**config.mk**
```make
export PLATFORM = sky130hd
export DESIGN_NAME = usb_pkt_serializer
export DESIGN_NICKNAME = d
export VERILOG_FILES = /design/src/rtl/usb_enc_pkg.sv /design/src/rtl/usb_ser_shifter.sv /design/src/rtl/usb_pkt_serializer.sv
export SDC_FILE = /design/constraint.sdc
export NUM_CORES = 1
export LEC_CHECK = 0
export ABC_AREA = 1
export BUFFER_PORTS_ARGS = -buffer_cell sky130_fd_sc_hd__buf_2
export CAP_MARGIN = 5
export CORE_MARGIN = 2
export CORE_UTILIZATION = 60
export CTS_CLUSTER_SIZE = 16
export DETAILED_ROUTE_END_ITERATION = 12
export PLACE_DENSITY_LB_ADDON = 0.3
export SYNTH_ARGS = -nofsm -noshare
export SYNTH_HDL_FRONTEND = slang
export SYNTH_HIERARCHICAL = 1
export SYNTH_SLANG_ARGS = --single-unit
```
**constraint.sdc**
```tcl
create_clock -name clk -period 5.55 [get_ports clk]
set_input_delay 0.8325 -clock clk [delete_from_list [all_inputs] [get_ports clk]]
set_output_delay 0.8325 -clock clk [all_outputs]
set_load 0.02 [all_outputs]
```
**src/rtl/usb_enc_pkg.sv**
```systemverilog
// Shared types and field sizes for the USB packet serializer.
// Field helpers used by both the datapath and its shifter loads.
package usb_enc_pkg;

    typedef enum logic [1:0] {
        NONE   = 2'b00,
        TOKEN  = 2'b01,
        HSHAKE = 2'b10,
        DATA   = 2'b11
    } pkt_type_t;

    typedef enum logic [2:0] {
        S_IDLE,
        S_SYNC,
        S_PID,
        S_BODY,
        S_END_WAIT
    } ser_state_t;

    localparam int PID_BITS        = 8;
    localparam int TOKEN_BODY_BITS = 11;

    function automatic logic [PID_BITS-1:0] pid_field(input logic [3:0] pid);
        return {~pid, pid};
    endfunction

endpackage

```
**src/rtl/usb_ser_shifter.sv**
```systemverilog
// Loadable parallel-in serial-out shifter.
// Fields are pre-aligned by the caller so the serial bit is always at one end.
module usb_ser_shifter #(
    parameter int W         = 64,
    parameter bit LSB_FIRST = 1'b1
) (
    input  logic         clk,
    input  logic         rst,
    input  logic         load,
    input  logic [W-1:0] load_val,
    input  logic         shift,
    output logic         bit_out
);

    logic [W-1:0] sreg;

    always_ff @(posedge clk) begin
        if (rst) begin
            sreg <= '0;
        end else if (load) begin
            sreg <= load_val;
        end else if (shift) begin
            sreg <= LSB_FIRST ? (sreg >> 1) : (sreg << 1);
        end
    end

    assign bit_out = LSB_FIRST ? sreg[0] : sreg[W-1];

endmodule

```
**src/rtl/usb_pkt_serializer.sv**
```systemverilog
// Serialises SYNC, PID and token/data body into one back-pressured bit stream.
// One shared shifter carries PID first, then is reloaded with the body.
module usb_pkt_serializer
    import usb_enc_pkg::*;
#(
    parameter int MAX_DATA_BYTES = 8,
    parameter int SYNC_BITS      = 8,
    parameter bit LSB_FIRST      = 1'b1,
    localparam int DW = 8 * MAX_DATA_BYTES,
    localparam int LW = $clog2(MAX_DATA_BYTES + 1)
) (
    input  logic          clk,
    input  logic          rst,
    input  logic [1:0]    pkt_type,
    input  logic [3:0]    pid,
    input  logic [10:0]   token,
    input  logic [DW-1:0] data,
    input  logic [LW-1:0] data_len,
    output logic          free_inbound,
    output logic          s_out,
    output logic          s_valid,
    input  logic          s_ready,
    output logic          crc_en,
    output logic [1:0]    pkt_in,
    output logic          endr,
    input  logic          sent_pkt,
    output logic          len_err
);

    localparam int SW = (DW > TOKEN_BODY_BITS) ? DW : TOKEN_BODY_BITS;
    localparam int CW = $clog2(DW + 1);
    localparam logic [LW-1:0] MAX_LEN = LW'(MAX_DATA_BYTES);

    ser_state_t state, state_n;
    pkt_type_t  type_q;
    logic [10:0]   token_q;
    logic [DW-1:0] data_q;
    logic [LW-1:0] len_q;
    logic [CW-1:0] cnt, last_idx;
    logic accept, fire, last, has_body;
    logic load, shift, sh_bit;
    logic [SW-1:0] load_val, pid_val, token_val, data_val;

    assign accept   = (state == S_IDLE) && (pkt_type != 2'b00);
    assign fire     = s_valid && s_ready;
    assign has_body = (type_q == TOKEN) ||
                      ((type_q == DATA) && (len_q != '0));
    assign last     = (cnt == last_idx);

    always_comb begin
        last_idx = '0;
        unique case (state)
            S_SYNC: last_idx = CW'(SYNC_BITS - 1);
            S_PID:  last_idx = CW'(PID_BITS - 1);
            S_BODY: last_idx = (type_q == TOKEN) ?
                               CW'(TOKEN_BODY_BITS - 1) :
                               CW'({len_q, 3'b000}) - CW'(1);
            default: last_idx = '0;
        endcase
    end

    always_comb begin
        state_n = state;
        unique case (state)
            S_IDLE:     if (accept) state_n = S_SYNC;
            S_SYNC:     if (fire && last) state_n = S_PID;
            S_PID:      if (fire && last) state_n = has_body ? S_BODY : S_END_WAIT;
            S_BODY:     if (fire && last) state_n = S_END_WAIT;
            S_END_WAIT: if (sent_pkt) state_n = S_IDLE;
            default:    state_n = S_IDLE;
        endcase
    end

    always_ff @(posedge clk) begin
        if (rst) begin
            state   <= S_IDLE;
            cnt     <= '0;
            type_q  <= NONE;
            token_q <= '0;
            data_q  <= '0;
            len_q   <= '0;
        end else begin
            state <= state_n;
            if (state_n != state) begin
                cnt <= '0;
            end else if (fire) begin
                cnt <= cnt + CW'(1);
            end
            if (accept) begin
                type_q  <= pkt_type_t'(pkt_type);
                token_q <= token;
                data_q  <= data;
                len_q   <= (data_len > MAX_LEN) ? MAX_LEN : data_len;
            end
        end
    end

    // MSB-first fields are left-aligned; data bytes keep byte 0 first.
    always_comb begin
        data_val = '0;
        for (int k = 0; k < MAX_DATA_BYTES; k++) begin
            if (LSB_FIRST) data_val[8*k +: 8] = data_q[8*k +: 8];
            else           data_val[SW-8-8*k +: 8] = data_q[8*k +: 8];
        end
    end

    assign pid_val   = LSB_FIRST ? SW'(pid_field(pid)) :
                       SW'(pid_field(pid)) << (SW - PID_BITS);
    assign token_val = LSB_FIRST ? SW'(token_q) :
                       SW'(token_q) << (SW - TOKEN_BODY_BITS);

    assign load     = accept || ((state == S_PID) && fire && last && has_body);
    assign load_val = accept ? pid_val :
                      ((type_q == TOKEN) ? token_val : data_val);
    assign shift    = fire && ((state == S_PID) || (state == S_BODY));

    usb_ser_shifter #(
        .W         (SW),
        .LSB_FIRST (LSB_FIRST)
    ) u_shifter (
        .clk      (clk),
        .rst      (rst),
        .load     (load),
        .load_val (load_val),
        .shift    (shift),
        .bit_out  (sh_bit)
    );

    assign s_valid      = (state == S_SYNC) || (state == S_PID) || (state == S_BODY);
    assign s_out        = s_valid &&
                          ((state == S_SYNC) ? (cnt == CW'(SYNC_BITS - 1)) : sh_bit);
    assign crc_en       = (state == S_BODY);
    assign endr         = (state == S_END_WAIT);
    assign free_inbound = (state == S_IDLE);
    assign pkt_in       = (state == S_IDLE) ? 2'b00 : 2'(type_q);
    assign len_err      = !rst && accept && (pkt_type == DATA) &&
                          (data_len > MAX_LEN);

endmodule
```
==> key figures <==
Run status
  • Run status: completed

Critical path
  • Worst r2r path cells: 15
  • CP Class: register to register
  • Critical path capture point type: register
  • Worst R2R Setup Slack: 1610 ps
  • Critical path required time: 5870 ps
  • Crit path DAT: 4260 ps
  • Startpoint Class: register
  • Crit Path Max Fanout: 67
  • RR Startpoint: type_q[1]
  • R2R Path End: u_shifter/sreg[0]

Timing
  • Final-layout worst hold slack: 451 ps
  • RSZ-0062 raised after global routing: no
  • Post-layout min period: 3940 ps
  • Slew HR: 0.289
  • Max-slew violations: 0
  • FMAX: 0.254 GHz
  • Clk_skew: 6.15 ps
  • Final setup violating endpoints: 0
  • Transition time of the tightest slew-check pin: 1070 ps
  • Crit share post-route: 0.710
  • Number of failing hold endpoints at the final stage: 0
  • Setup TNS: 0 ps

Hold path
  • Hold Path Origin: token_q[10]
  • Hold Crit Endpoint: token_q[10]
  • Hold Path Depth: 2
  • HP Class: register to register

Synthesis
  • Cells after synthesis: 1203
  • Yosys top cell area share: 0.393
  • Synth Flop Type: dfxtp_1
  • Synth area leader: dfxtp_1
  • Syn Nets: 1295
  • Synthesis warning total: 6
  • Most frequent cell after synthesis: nand2_1
  • Area of the mapped netlist: 7900 um2
  • Post-synth top cells: nand2_1, dfxtp_1, inv_1
  • FF+latch count, synth: 155
  • Post-synth cell types: 33
  • Seq/Total Area, Yosys: 0.393
  • EDFF count, synth: 0
  • Synthesized area per cell: 6.56 um2
  • Top cells by area, synth: dfxtp_1, nand2_1, inv_1
  • Async set or reset register ratio after synthesis: 0

Clock tree
  • CTS tree: yes
  • Num CTS Buffers: 17
  • Worst-path clk slew: 60 ps
  • Clock Path Buffers: 2
  • Count of hold-fix buffers inserted at cts: 0
  • Clk sinks: 155
  • Cts repair resizes: 0
  • Root Driver: clkbuf_16
  • Clock Latency Late Sink: 420 ps
  • H-tree depth: 4
  • Post-CTS Setup Bufs: 0

Route
  • WL/cell: 11.6 um
  • Drt pass-1 iters: 5
  • Via count: 7139
  • Via-to-Cell Ratio: 4.97
  • Residual DRC: 0
  • Routed Antenna Nets: 0
  • Post-Route WL: 16.7 mm
  • Initial drt markers: 540

Pwr
  • Design Power: 2830 uW
  • Sw frac: 0.278
  • Seq pwr share: 0.444
  • Cell-internal power: 2050 uW
  • Power share of the clock group: 0.389
  • P per Cell Area: 320 nW/um2
  • Leakage Power: 0.00423 uW
  • Worst VDD drop: 0.210 mV
  • Switching power total: 786 uW
  • Part of the power in combinational logic: 0.166

Placed design
  • Port Buf Inserts: 96
  • Dpl hpwl: 10.3 mm
  • Placed inst area: 8290 um2
  • Gpl congestion: 0.913

Global route
  • Antenna violations before repair: 0
  • First-pass GRT wire length: 28.6 mm
  • Gr usage total: 0.242
  • Largest net degree at the start of global routing: 118
  • GR Overflow Total: 0
  • Number of global-route vias before repair: 6559

Layout
  • Design Area, Final: 8850 um2
  • # nets final: 1343
  • Filler cells: 1135
  • Ant diodes: 0
  • Register area: 3100 um2
  • Area of the multi-input gates: 3820 um2
  • Share of cells above drive strength 1: 0.169
  • Area Overhead vs Synth: 12.1%

Floorplan
  • Rows: 41
  • Initial Util: 0.621
  • Number of top-level pins: 97
  • Die area: 14100 um2
  • Core area: 12700 um2
  • Die width: 119 um
  • DIE HEIGHT: 119 um

Flow run
  • MaxCap Viol Count: 0
-- final cells by class --
class                      instances  share of cell area
multi-input combinational        813               0.432
sequential                       155               0.351
inverter                         160              0.0681
timing repair buffer             104              0.0618
clock buffer                      25              0.0526
tap                              172              0.0243
clock inverter                     7              0.0103
-- through the flow --
stage	utilization	std cells	setup WS (ps)
after CTS	0.696	1436	1650
after detailed placement	0.652	1404	1690
final	0.696	1436	1610
after floorplan	-	1203	2980
after global routing	0.696	1436	1190
after global placement	0.652	1404	1800
-- cell usage in the layout (no fill, tap or decap), types with 5 or more instances in the layout --
master	instances
o21ai_0	32
nor2_1	24
nand2_1	494
clkbuf_1	7
buf_2	95
inv_1	155
a21oi_1	85
dfxtp_1	155
a21oi_2	60
buf_4	8
nor3_1	5
nand4_1	5
xor2_1	7
o211ai_1	5
clkbuf_16	17
nand3_1	69
-- routing by layer --
layer,vias up,share of wire,track usage
met1,3208,0.48,0.308
met4,0,0.017,0.0885
li1,3785,-,-
met3,25,0.035,0.0449
met5,-,0,0
met2,121,0.47,0.411
-- worst max-delay path, cell delays in order, from the launching register on --
cell	delay, ps
dfxtp_1	380
inv_1	90
nand2_2	560
buf_4	490
nand2_1	130
nand3_1	80
nand2_1	80
a21oi_2	160
nand4_1	110
nand2_2	100
buf_4	570
inv_2	600
nand3_1	210
nand3_1	110
nand2_1	90
inv_1	40
-- worst max path at each step --
| stage | startpoint | to | slack, ps | cells after the start |
|---|---|---|---|---|
| after floorplan | rst | len_err | 2980 | 4 |
| after global placement | type_q[1] | u_shifter/sreg[0] | 1800 | 15 |
| after detailed placement | type_q[1] | u_shifter/sreg[51] | 1690 | 14 |
| after CTS | type_q[1] | u_shifter/sreg[0] | 1650 | 15 |
| after global routing | type_q[1] | u_shifter/sreg[0] | 1190 | 15 |
| final | type_q[1] | u_shifter/sreg[0] | 1610 | 15 |
-- state kept, by name, summed over array words and instances, names as in the netlist --
register	cells
data_q	64
cnt	7
token_q	11
u_shifter/sreg	64
type_q	2
state	3
len_q	4
-- power groups by stage --
| stage | Combinational, uW | Sequential (uW) | Clock, uW |
|---|---|---|---|
| 6_report | 471 | 1260 | 1100 |
| 5_1_grt | 534 | 1270 | 1170 |
| 4_1_cts | 471 | 1260 | 1120 |
| 3_5_place_dp | 468 | 1280 | 0 |
| 3_3_place_gp | 458 | 1280 | 0 |
| 2_1_floorplan | 380 | 1270 | 0 |
-- kinds of logic (layout without fill, tap and decap cells) --
group	count (synthesis)	after routing	synth area share
compound gates	188	188	0.152
xor+xnor	7	7	0.00777
fa+ha+maj	3	3	0.00475
buf+inv	235	296	0.125
flops	155	155	0.393
simple gates	615	615	0.318
Power figures use the tool's default switching activity.
